$ cat src/rtl/seq_rec_readout.sv
// Reads a sequence recorder over its slave bus and pushes the bytes as packed 32-bit words into a FIFO.
// Latency: one cycle from START to the first bus strobe; each word is pushed the cycle after its last byte returns.
// Backpressure: FIFO_FULL holds the finished word in place and blocks new reads until the word has been pushed.
module seq_rec_readout #(
  parameter int ABUSWIDTH     = 16,
  parameter int REC_BASEADDR  = 0,
  parameter int MEM_BYTES     = 8192,
  parameter int POLL_INTERVAL = 16,
  parameter int POLL_TIMEOUT  = 65535
) (
  input  logic                 BUS_CLK,
  input  logic                 RST,
  input  logic                 START,
  input  logic                 START_REC,
  input  logic [15:0]          BYTE_COUNT,
  output logic                 BUSY,
  output logic                 DONE,
  output logic                 ERR,
  output logic [15:0]          WORD_CNT,
  output logic [ABUSWIDTH-1:0] M_ADD,
  output logic                 M_RD,
  output logic                 M_WR,
  output logic [7:0]           M_DATA_OUT,
  input  logic [7:0]           M_DATA_IN,
  input  logic                 FIFO_FULL,
  output logic                 FIFO_WRITE,
  output logic [31:0]          FIFO_DATA
);

  // Recorder register map: control/status byte at base+1, memory from base+16.
  localparam logic [ABUSWIDTH-1:0] LP_BASE     = ABUSWIDTH'(REC_BASEADDR);
  localparam logic [ABUSWIDTH-1:0] LP_STAT_ADD = LP_BASE + ABUSWIDTH'(1);
  localparam logic [ABUSWIDTH-1:0] LP_MEM_ADD  = LP_BASE + ABUSWIDTH'(16);
  localparam logic [15:0]          LP_WAIT_LD  = 16'(POLL_INTERVAL - 1);
  localparam logic [16:0]          LP_TMO      = 17'(POLL_TIMEOUT);

  typedef enum logic [2:0] {
    ST_IDLE,
    ST_ARM,
    ST_POLL,
    ST_POLL_CHK,
    ST_WAIT,
    ST_READ,
    ST_FLUSH
  } state_t;

  state_t                 r_state;
  logic                   r_busy;
  logic                   r_done;
  logic                   r_err;
  logic [15:0]            r_word_cnt;
  logic [ABUSWIDTH-1:0]   r_m_add;
  logic                   r_m_rd;
  logic                   r_m_wr;
  logic [31:0]            r_fifo_dat;
  logic [31:0]            r_asm;       // word under assembly
  logic                   r_word_rdy;  // r_fifo_dat holds a finished word not yet pushed
  logic [15:0]            r_n;         // clamped byte count for this run
  logic [15:0]            r_iss;       // bytes whose read has been issued
  logic [15:0]            r_rcv;       // bytes whose data has been captured
  logic                   r_inflt;     // a memory read issued last cycle returns data now
  logic [15:0]            r_poll_cnt;
  logic [15:0]            r_wait;

  logic [15:0]            w_n_clamp;
  logic [1:0]             w_bus_lane;
  logic                   w_cap_done;
  logic                   w_push;
  logic                   w_iss_ok;
  logic [31:0]            w_asm_nx;

  assign w_n_clamp  = ({16'd0, BYTE_COUNT} > 32'(MEM_BYTES)) ? 16'(MEM_BYTES) : BYTE_COUNT;
  // Lane of the byte whose read strobe is on the bus this cycle.
  assign w_bus_lane = r_iss[1:0] - 2'd1;
  assign w_cap_done = r_inflt && ((r_rcv[1:0] == 2'd3) || (r_rcv + 16'd1 == r_n));
  assign w_push     = r_word_rdy && !FIFO_FULL;

  // Next-cycle read is blocked while a 4th byte is on the bus, while a word waits on a full FIFO
  // (FIFO_FULL seen now stands in for next cycle), and for the final byte right after a word
  // completes, so that byte can never finish a second word while the first is still held.
  assign w_iss_ok = (r_iss != r_n)
                 && !(r_m_rd && (w_bus_lane == 2'd3))
                 && !(FIFO_FULL && (r_word_rdy || w_cap_done))
                 && !(w_cap_done && (r_iss + 16'd1 == r_n));

  // Little-endian packing; lane 0 starts a fresh word so unused upper bytes read as zero.
  always_comb begin
    w_asm_nx = (r_rcv[1:0] == 2'd0) ? 32'd0 : r_asm;
    w_asm_nx[8*r_rcv[1:0] +: 8] = M_DATA_IN;
  end

  // Control FSM with registered bus strobes, status flags and word datapath.
  always_ff @(posedge BUS_CLK) begin
    if (RST) begin
      r_state    <= ST_IDLE;
      r_busy     <= 1'b0;
      r_done     <= 1'b0;
      r_err      <= 1'b0;
      r_word_cnt <= 16'd0;
      r_m_add    <= '0;
      r_m_rd     <= 1'b0;
      r_m_wr     <= 1'b0;
      r_fifo_dat <= 32'd0;
      r_asm      <= 32'd0;
      r_word_rdy <= 1'b0;
      r_n        <= 16'd0;
      r_iss      <= 16'd0;
      r_rcv      <= 16'd0;
      r_inflt    <= 1'b0;
      r_poll_cnt <= 16'd0;
      r_wait     <= 16'd0;
    end else begin
      case (r_state)
        ST_IDLE: begin
          if (START) begin
            r_n        <= w_n_clamp;
            r_done     <= 1'b0;
            r_err      <= 1'b0;
            r_word_cnt <= 16'd0;
            r_busy     <= 1'b1;
            r_poll_cnt <= 16'd0;
            r_iss      <= 16'd0;
            r_rcv      <= 16'd0;
            r_inflt    <= 1'b0;
            r_word_rdy <= 1'b0;
            r_m_add    <= LP_STAT_ADD;
            if (START_REC) begin
              r_m_wr  <= 1'b1;
              r_state <= ST_ARM;
            end else begin
              r_m_rd  <= 1'b1;
              r_state <= ST_POLL;
            end
          end
        end
        ST_ARM: begin
          r_m_wr  <= 1'b0;
          r_m_rd  <= 1'b1;
          r_m_add <= LP_STAT_ADD;
          r_state <= ST_POLL;
        end
        ST_POLL: begin
          r_m_rd  <= 1'b0;
          r_state <= ST_POLL_CHK;
        end
        ST_POLL_CHK: begin
          if (M_DATA_IN[0]) begin
            if (r_n == 16'd0) begin
              r_state <= ST_FLUSH;
            end else begin
              r_m_rd  <= 1'b1;
              r_m_add <= LP_MEM_ADD;
              r_iss   <= 16'd1;
              r_state <= ST_READ;
            end
          end else begin
            r_poll_cnt <= r_poll_cnt + 16'd1;
            if ({1'b0, r_poll_cnt} + 17'd1 == LP_TMO) begin
              r_err   <= 1'b1;
              r_done  <= 1'b1;
              r_busy  <= 1'b0;
              r_state <= ST_IDLE;
            end else begin
              r_wait  <= LP_WAIT_LD;
              r_state <= ST_WAIT;
            end
          end
        end
        ST_WAIT: begin
          if (r_wait == 16'd0) begin
            r_m_rd  <= 1'b1;
            r_m_add <= LP_STAT_ADD;
            r_state <= ST_POLL;
          end else begin
            r_wait <= r_wait - 16'd1;
          end
        end
        ST_READ: begin
          r_inflt <= r_m_rd;
          if (r_inflt) begin
            r_asm <= w_asm_nx;
            r_rcv <= r_rcv + 16'd1;
          end
          if (w_push) begin
            r_word_rdy <= 1'b0;
            r_word_cnt <= r_word_cnt + 16'd1;
          end
          if (w_cap_done) begin
            r_word_rdy <= 1'b1;
            r_fifo_dat <= w_asm_nx;
          end
          r_m_rd <= w_iss_ok;
          if (w_iss_ok) begin
            r_m_add <= LP_MEM_ADD + ABUSWIDTH'(r_iss);
            r_iss   <= r_iss + 16'd1;
          end
          // The last word goes out only after every byte is in, so this push ends the run.
          if (w_push && (r_rcv == r_n)) begin
            r_state <= ST_FLUSH;
          end
        end
        ST_FLUSH: begin
          r_done  <= 1'b1;
          r_busy  <= 1'b0;
          r_state <= ST_IDLE;
        end
        default: r_state <= ST_IDLE;
      endcase
    end
  end

  assign BUSY       = r_busy;
  assign DONE       = r_done;
  assign ERR        = r_err;
  assign WORD_CNT   = r_word_cnt;
  assign M_ADD      = r_m_add;
  assign M_RD       = r_m_rd;
  assign M_WR       = r_m_wr;
  assign M_DATA_OUT = 8'h00;
  assign FIFO_DATA  = r_fifo_dat;
  // Gated with the live FIFO_FULL so a push can never coincide with a full FIFO.
  assign FIFO_WRITE = w_push;

endmodule

$ cat config.mk
export PLATFORM = sky130hd
export DESIGN_NAME = seq_rec_readout
export DESIGN_NICKNAME = d
export VERILOG_FILES = /design/src/rtl/seq_rec_readout.sv
export SDC_FILE = /design/constraint.sdc
export NUM_CORES = 1
export LEC_CHECK = 0
export CAP_MARGIN = 30
export CORE_UTILIZATION = 45
export DETAILED_ROUTE_END_ITERATION = 8
export PLACE_DENSITY_LB_ADDON = 0.12
export SETUP_SLACK_MARGIN = 0.2
export SLEW_MARGIN = 10
export SYNTH_ARGS = -nofsm -noshare
export SYNTH_HDL_FRONTEND = slang
export SYNTH_SLANG_ARGS = --single-unit
$ cat constraint.sdc
create_clock -name BUS_CLK -period 6.1 [get_ports BUS_CLK]
set_clock_uncertainty 0.2 [all_clocks]
set_input_delay 0.61 -clock BUS_CLK [delete_from_list [all_inputs] [get_ports BUS_CLK]]
set_output_delay 0.61 -clock BUS_CLK [all_outputs]
set_load 0.01 [all_outputs]
==> results.cfg, run 1 <==
[sta]
worst_slew_pin_slew_ns = 0.911
fin_hold_ws_ns = 0.252
setup_violations = 0
fin_crit_ns = 3.70
drv_slew = 0
period_share_pct = 60.6
max_slew_margin_pct = 39.0
rsz0062_at_grt = false
fmax_mhz = 270
tns_ns = 0
hold_violations = 0

[yosys]
synth_common_cells = dfxtp_1, nor2_1, nand2_1, a21oi_1, clkbuf_1
yosysTopAreaCellShare_pct = 38.0
synth_edf_count = 0
synth_cell_type_count = 72
yosysMostFrequentCell = dfxtp_1
seq_area_frac_synth_pct = 38.0
synthTopCellsByArea = dfxtp_1, nor2_1, a21oi_1, xnor2_1, xor2_1
ys_ff_latch = 186
yosysTopAreaCell = dfxtp_1
yosys_warnings = 0
syn_avg_cell_area_um2 = 8.02
synth_async_sr_flop_share_pct = 0
syn_inst = 1221
synth.cell_area_um2 = 9800
dominantRegCellSynth = dfxtp_1

[pwr]
ir_drop_v = 0.000175
power_leakage_nw = 3.89
total_power_mw = 2.62
power_density_nw_per_um2 = 231

[route]
drcViolationCount = 0
dr.first_iter.drc_count = 579
ant_nets = 0
firstDrtPassIters = 7
viasPerCell = 5.81
detail_route.wl_per_cell_um = 17.0
vias = 8962
wl_um = 26300

[placed_design]
hpwl_um = 18400
io_buffers = 98
gp_congestion = 0.905
dp.cells = 1510

[final_layout]
nFillCells = 2035
area.sequential_um2 = 3720
fin_nets = 1297
layout-drive-gt1-share_pct = 4.97
antenna_cells = 0
final_cells = 1543
multi_input_area_um2 = 5530
area_growth_pct = 15.8

[clocking]
cts.clk_slew.worst_paths_ns = 0.08
cts_made_buffers = 17
post_cts_buffers = 0
cts_tree = yes
cts.htree.levels = 4
ctsResizeCount = 0
clockBufferDepth = 2
clkSinkCount = 186
cts_hold_buf = 0
cts_root_buffer = clkbuf_16
clock_latency_ns = 0.43

[critical_path]
start_kind = flip-flop
required_ns = 6.24
cp_slowest_cell = dfxtp_1
end_kind = flip-flop
crit_chain = ha_1 > nand3_1 > or2_0 > o32a_1 > nor4_1 > a41o_1 > o211a_2 > nor2_1 > a311oi_1
crit_arrival_ns = 3.84
cpPeakStageDelay_ns = 0.55
cp_max_fo = 19
crit_type = flip-flop to flip-flop

[grt]
grt_start_max_net_pins = 77
overflow = 0
grt_pass1_vias = 8275
grt_util_all_layers_pct = 24.1
antenna_found_initial = 0
grt_first_pass_wirelength_um = 43000

[status]
status = finished, final reports clean

[floorplan]
core-area_um2 = 21200
start_util_pct = 46.3
die_width_um = 150
rows = 53
dieArea_um2 = 22400
ioPinCount = 107
die_height_um = 150

[worst_hold_path]
hold_path.class = flip-flop to flip-flop

[flow_run]
drv_cap = 0
-- where the power goes --
part	switching (mW)	internal (mW)	leakage, nW
Sequential	0.0255	1.23	1.50
Clock	0.533	0.551	0.276
Combinational	0.188	0.0941	2.12
-- cell usage in the layout, fill, tap and decap left out, types with 8 or more instances in the layout --
| cell | synthesis | layout |
|---|---|---|
| clkbuf_16 | 0 | 17 |
| a211oi_1 | 39 | 39 |
| buf_4 | 9 | 11 |
| inv_1 | 20 | 20 |
| nor2_1 | 169 | 169 |
| or4_1 | 9 | 9 |
| or3_1 | 20 | 20 |
| nand2b_1 | 12 | 12 |
| a311oi_1 | 15 | 15 |
| o21ai_0 | 54 | 54 |
| dfxtp_1 | 186 | 186 |
| nor2b_1 | 26 | 26 |
| xor2_1 | 38 | 38 |
| conb_1 | 1 | 8 |
| nand4_1 | 32 | 32 |
| and3_1 | 14 | 14 |
| nand3_1 | 40 | 40 |
| o211ai_1 | 9 | 9 |
| clkdlybuf4s50_1 | 0 | 97 |
| a22o_1 | 13 | 13 |
| a221oi_1 | 12 | 12 |
| a21oi_1 | 82 | 82 |
| nand2_1 | 86 | 86 |
| xnor2_1 | 46 | 46 |
| a31oi_1 | 20 | 20 |
| ha_1 | 13 | 13 |
| a22oi_1 | 10 | 10 |
| mux2i_1 | 10 | 10 |
| nor3_1 | 42 | 42 |
| nor4_1 | 21 | 21 |
-- routing by layer --
layer / share of wire, % / GRT usage [%] / up-vias
met5: 0 / 0 / -
met4: 2.3 / 9.13 / 0
met3: 5.5 / 4.48 / 39
met2: 45 / 36.6 / 253
met1: 47 / 33.5 / 4208
li1: - / - / 4462
-- flip-flops by register name, indices dropped and copies added (netlist names), 16 cells and up --
name        flops
FIFO_DATA      32
M_ADD          16
WORD_CNT       16
r_asm          32
r_iss          16
r_n            16
r_poll_cnt     16
r_rcv          16
r_wait         16
-- final timing paths --
check             startpoint  cells after the start  slack, ns   endpoint
hold reg to reg    r_asm[13]                      2       0.25  r_asm[13]
hold / removal     r_asm[13]                      2       0.25  r_asm[13]
setup reg to reg    r_iss[4]                      9       2.40   r_iss[0]
setup / recovery    r_iss[4]                      9       2.40   r_iss[0]
-- cells by family after synthesis --
family | synth area share, %
simple gates | 25.4
compound gates | 20.3
flops | 38.0
buf+inv | 5.77
xor+xnor | 7.51
fa+ha+maj | 1.66
mux | 1.25
other cells | 0.0383
-- worst max-delay path: cells and delay by family (launching register included) --
| kind | cells | cell delay, ns |
|---|---|---|
| simple gates | 4 | 1.14 |
| compound gates | 4 | 1.41 |
| flops | 1 | 0.55 |
| fa+ha+maj | 1 | 0.30 |
-- final cells by class --
cell class	instances	share of cell area [%]
repair buffers	111	9.70
well taps	275	3.03
clock buffers	18	3.87
clock inverters	14	1.16
multi-input cells	919	48.8
flip-flops and latches	186	32.8
inverters	20	0.662
-- per-stage QoR --
stage	area [um^2]	utilization, %	setup WS [ns]
after detailed placement	10800	50.9	2.47
after global routing	11300	53.6	2.11
final	11300	53.6	2.40
after CTS	11300	53.6	2.42
after global placement	10700	50.7	2.07
after floorplan	9820	-	3.15
(Power assumes the default switching activity.)
==> run 2: changes to the inputs <==
==> constraint.sdc (replaced) <==
create_clock -name BUS_CLK -period 3.1 [get_ports BUS_CLK]
set_clock_uncertainty 0.2 [all_clocks]
set_input_delay 0.31 -clock BUS_CLK [delete_from_list [all_inputs] [get_ports BUS_CLK]]
set_output_delay 0.31 -clock BUS_CLK [all_outputs]
set_load 0.01 [all_outputs]
==> run 2 against run 1 <==
Non-clock buffer count grew 73; flip-flop and latch count unchanged; final area up 7.7%; global-route usage increased by 1.0 points; combinational power grew 130%.
==> results.cfg, run 2 (synthesis gave the netlist of run 1 again) <==
[pwr]
p_int_mw = 3.75
p_clk_share_pct = 41.0
combPwrFrac_pct = 12.5
power_leakage_nw = 4.37
switching_share_pct = 29.1
sequentialPowerShare_pct = 46.6
ir_drop_v = 0.000354
power_density_nw_per_um2 = 433
p_sw_mw = 1.54
total_power_mw = 5.30

[sta]
fin_crit_ns = 2.87
worst_slew_pin_slew_ns = 0.996
finalWorstSetupSlack_ns = 0.232
drv_slew = 0
fmax_mhz = 349
rsz0062_at_grt = true
period_share_pct = 92.5
max_slew_margin_pct = 33.6
tns_ns = 0
setup_violations = 0
fin_hold_ws_ns = 0.123
hold_violations = 0

[final_layout]
layout_common_cells = dfxtp_1, nor2_1, clkdlybuf4s50_1
layout_commonest_cell = dfxtp_1
area_growth_pct = 24.8
final_cells = 1616
antenna_cells = 0
fin_nets = 1370
layout-drive-gt1-share_pct = 13.0
nFillCells = 1982
final_area_um2 = 12200
finish.utilization_pct = 57.8

[route]
vias = 9439
firstDrtPassIters = 5
ant_nets = 0
wl_um = 28300
drcViolationCount = 0
dr.first_iter.drc_count = 672
detail_route.wl_per_cell_um = 17.5
viasPerCell = 5.84

[clocking]
cts_root_buffer = clkbuf_16
cts_tree = yes
clkSinkCount = 186
clockBufferDepth = 2
clock_latency_ns = 0.44
cts_made_buffers = 17
cts.htree.levels = 4
cts.clk_slew.worst_paths_ns = 0.08
cts_hold_buf = 0

[grt]
grt_pass1_vias = 8403
grt_first_pass_wirelength_um = 44700
overflow = 0
antenna_found_initial = 0
grt_start_max_net_pins = 85
grt_util_all_layers_pct = 25.1

[placed_design]
place_area_um2 = 11200
dp.cells = 1564
pre_cts_ws_ns = 0.125
gp_congestion = 0.936
hpwl_um = 19600
io_buffers = 98

[critical_path]
cp_max_fo = 9
cpPeakStageDelay_ns = 0.40
end_kind = flip-flop
cp_slowest_cell = dfxtp_1
crit_type = flip-flop to flip-flop
start_kind = flip-flop
required_ns = 3.23
crit_chain = buf_4 > and4_1 > and3_1 > o22ai_1 > nor4b_1 > o2111a_2 > o21a_4 > o21ai_0 > a311oi_1
crit_arrival_ns = 3.00

[floorplan]
dieArea_um2 = 22400
rows = 53
core-area_um2 = 21200
start_util_pct = 46.3
ioPinCount = 107
die_width_um = 150
die_height_um = 150

[status]
status = finished, final reports clean

[flow_run]
drv_cap = 0

[worst_hold_path]
hold_path.class = input port to flip-flop
-- run 2: changes by cell type in the layout (fill, tap and decap cells not counted), moves of 3 or more --
cell	delta
buf_12	+3
buf_4	+65
buf_6	+5
clkbuf_16	+3
dfxtp_1	-11
dfxtp_2	+11
ha_1	-6
ha_4	+4
inv_8	+3
nor4_1	-5
nor4_2	+3
-- run 2: cell type report --
class / instances / area, um^2 / share of cell area, %
clock buffer: 18 / 429 / 3.51
clock inverter: 14 / 145 / 1.19
tap: 275 / 344 / 2.81
sequential: 186 / 3740 / 30.6
multi-input combinational: 919 / 5760 / 47.1
inverter: 20 / 75.1 / 0.614
timing repair buffer: 184 / 1730 / 14.2
-- run 2: per-layer routing --
metal  part of all wire [%]  GRT usage, %
met1                     47          35.4
met2                     46          39.1
met3                    5.2          3.66
met4                    2.4          7.96
met5                      0             0
-- run 2: worst paths after layout --
kind | start | end | slack [ns] | cells past startpoint
max | r_rcv[4] | r_iss[8] | 0.23 | 9
max reg2reg | r_rcv[4] | r_iss[8] | 0.23 | 9
min | RST | r_poll_cnt[2] | 0.12 | 2
min reg2reg | r_asm[22] | r_asm[22] | 0.26 | 2
-- run 2: worst max-delay path: cells and delay by family, from the launching register on --
family	cells	cell delay, ns
flops	1	0.40
simple gates	3	0.82
compound gates	5	1.18
buf+inv	1	0.17
-- run 2: power groups by stage --
stage	Clock, mW	Combinational [mW]	Sequential [mW]
after floorplan	0	0.384	2.50
after global placement	0	0.605	2.52
after detailed placement	0	0.607	2.52
after CTS	2.20	0.620	2.46
after global routing	2.32	0.721	2.47
final	2.17	0.661	2.47
-- run 2: timing repair --
action	in CTS	in global routing
resized for setup	8	46
cloned	0	4
endpoints found under the setup margin	23	76
buffers inserted	0	16
pin swaps	0	24
==> run 3: changes to the inputs <==
--- a/config.mk
+++ b/config.mk
@@ -6,8 +6,10 @@
 export NUM_CORES = 1
 export LEC_CHECK = 0
 export CAP_MARGIN = 30
+export CORE_MARGIN = 1.5
 export CORE_UTILIZATION = 45
 export DETAILED_ROUTE_END_ITERATION = 8
+export DONT_BUFFER_PORTS = 1
 export PLACE_DENSITY_LB_ADDON = 0.12
 export SETUP_SLACK_MARGIN = 0.2
 export SLEW_MARGIN = 10
==> run 3 against run 2 <==
The flow now finishes with violations (negative hold slack); global-route usage up 0.90 points; largest cell class unchanged; flip-flop and latch count unchanged; non-clock buffer count down 15; clock-buffer cell count unchanged.
==> results.cfg, run 3 (synthesis gave the netlist of run 1 again) <==
[status]
status = complete, but fails checks
violations = negative hold slack

[critical_path]
setup.worst_path.start = r_rcv[1]
required_ns = 3.23
r2r_start = r_rcv[1]
end_kind = flip-flop
cp_max_fo = 16
start_kind = flip-flop
crit_type = flip-flop to flip-flop
r2r_end = FIFO_DATA[6]
ff2ff_setup_slack_ns = 0.21
crit_arrival_ns = 3.02
r2r_cells = 11

[sta]
drv_slew = 0
fmax_mhz = 346
max_slew_margin_pct = 39.2
rsz0062_at_grt = true
period_share_pct = 93.2
hold_violations = 74
setup_violations = 0
fin_hold_ws_ns = -0.232
fin_crit_ns = 2.89
worst_slew_pin_slew_ns = 0.909
tns_ns = 0

[floorplan]
dieArea_um2 = 22700
start_util_pct = 46.2
ioPinCount = 107
core-area_um2 = 21200
die_width_um = 151
die_height_um = 151
rows = 53

[clocking]
clock_latency_ns = 0.44
clockBufferDepth = 2
cts_root_buffer = clkbuf_16
cts.clk_slew.worst_paths_ns = 0.08
cts_made_buffers = 17
cts.htree.levels = 4
cts_tree = yes
clkSinkCount = 186

[worst_hold_path]
hold_path.class = input port to flip-flop
min_from = RST
min_path_cells = 1
whs_endpoint = DONE

[flow_run]
drv_cap = 0

[final_layout]
fin_nets = 1356
area.sequential_um2 = 3750
layout_common_cells = dfxtp_1, nor2_1, dlygate4sd3_1
multi_input_area_um2 = 5770
nFillCells = 1960
area_growth_pct = 23.7
layout-drive-gt1-share_pct = 13.8
antenna_cells = 0
layout_commonest_cell = dfxtp_1

[pwr]
p_sw_mw = 1.50
sequentialPowerShare_pct = 47.0
p_int_mw = 3.75
switching_share_pct = 28.6
total_power_mw = 5.26
p_clk_share_pct = 42.1
power_leakage_nw = 4.52
ir_drop_v = 0.000358
power_density_nw_per_um2 = 434
combPwrFrac_pct = 10.9

[grt]
antenna_found_initial = 0
grt_util_all_layers_pct = 26.0
grt_pass1_vias = 8752
grt_first_pass_wirelength_um = 46600
overflow = 0
grt_start_max_net_pins = 151

[placed_design]
hpwl_um = 19400
gp_congestion = 0.867
io_buffers = 0

[route]
dr.first_iter.drc_count = 735
viasPerCell = 5.89
ant_nets = 0
wl_um = 29300
firstDrtPassIters = 5
drcViolationCount = 0
vias = 9434
detail_route.wl_per_cell_um = 18.3
==> run 3: cell count changes in the layout (fill, tap and decap cells not counted), sizes merged <==
cell,delta
clkbuf,-2
clkdlybuf4s50,-97
o211a,+1
buf,-6
dlygate4sd3,+90
clkinv,+4
inv,-4
==> run 3: critical path: stages (launching register included) <==
cell and delay, ns:
dfxtp_2 0.36, ha_2 0.20, buf_4 0.16, and3_1 0.19, a21oi_1 0.19, o22ai_1 0.13
nor4b_2 0.23, o2111a_2 0.39, o21a_4 0.23, buf_12 0.16, nor2_1 0.05, a211oi_1 0.28
==> run 3: power by group through the flow <==
stage               Combinational, mW  Sequential (mW)  Clock (mW)
global route                    0.630             2.47        2.37
global placement                0.489             2.52           0
detailed placement              0.491             2.52           0
finish                          0.575             2.47        2.21
floorplan                       0.384             2.50           0
CTS                             0.526             2.47        2.26
==> run 3: through the flow <==
stage | cells | worst slack (ns) | instance area (um^2) | util, %
5_1_grt | 1602 | 0.103 | 12100 | 57.1
4_1_cts | 1586 | 0.157 | 11700 | 55.2
3_3_place_gp | 1466 | 0.174 | 10200 | 48.1
6_report | 1602 | 0.211 | 12100 | 57.1
3_5_place_dp | 1466 | 0.111 | 10200 | 48.1
2_1_floorplan | 1228 | 0.203 | 9830 | -
==> run 3: cell type report <==
| class | instances | share of cell area (%) |
|---|---|---|
| Clock buffer | 18 | 3.62 |
| Clock inverter | 14 | 1.43 |
| Inverter | 20 | 0.620 |
| Sequential cell | 186 | 31.0 |
| Multi-Input combinational cell | 920 | 47.6 |
| Timing Repair Buffer | 169 | 12.9 |
| Tap cell | 275 | 2.84 |
==> run 3: per-layer routing <==
metal  global-route usage [%]  up-vias  routed length [um]
li1                         -     4593                   -
met1                     35.3     4451               13100
met2                     41.3      335               13700
met3                     5.33       55                1870
met4                     7.75        0                 634
met5                        0        -                   0
==> run 3: how the worst max path moves through the flow <==
stage                     slack, ns       endpoint
after floorplan                0.20  FIFO_DATA[10]
after global placement         0.17       r_iss[8]
after detailed placement       0.11     r_wait[15]
after CTS                      0.16       M_ADD[0]
after global routing           0.10      r_iss[15]
final                          0.21   FIFO_DATA[6]
==> run 3: repair_timing <==
| item | CTS | global route |
|---|---|---|
| gates resized for setup | 10 | 60 |
| setup buffers | 0 | 12 |
| setup endpoints to repair | 44 | 101 |
| hold endpoints to repair | 154 | 81 |
| gates cloned | 0 | 2 |
| pin swaps | 0 | 12 |
| hold buffers | 88 | 2 |
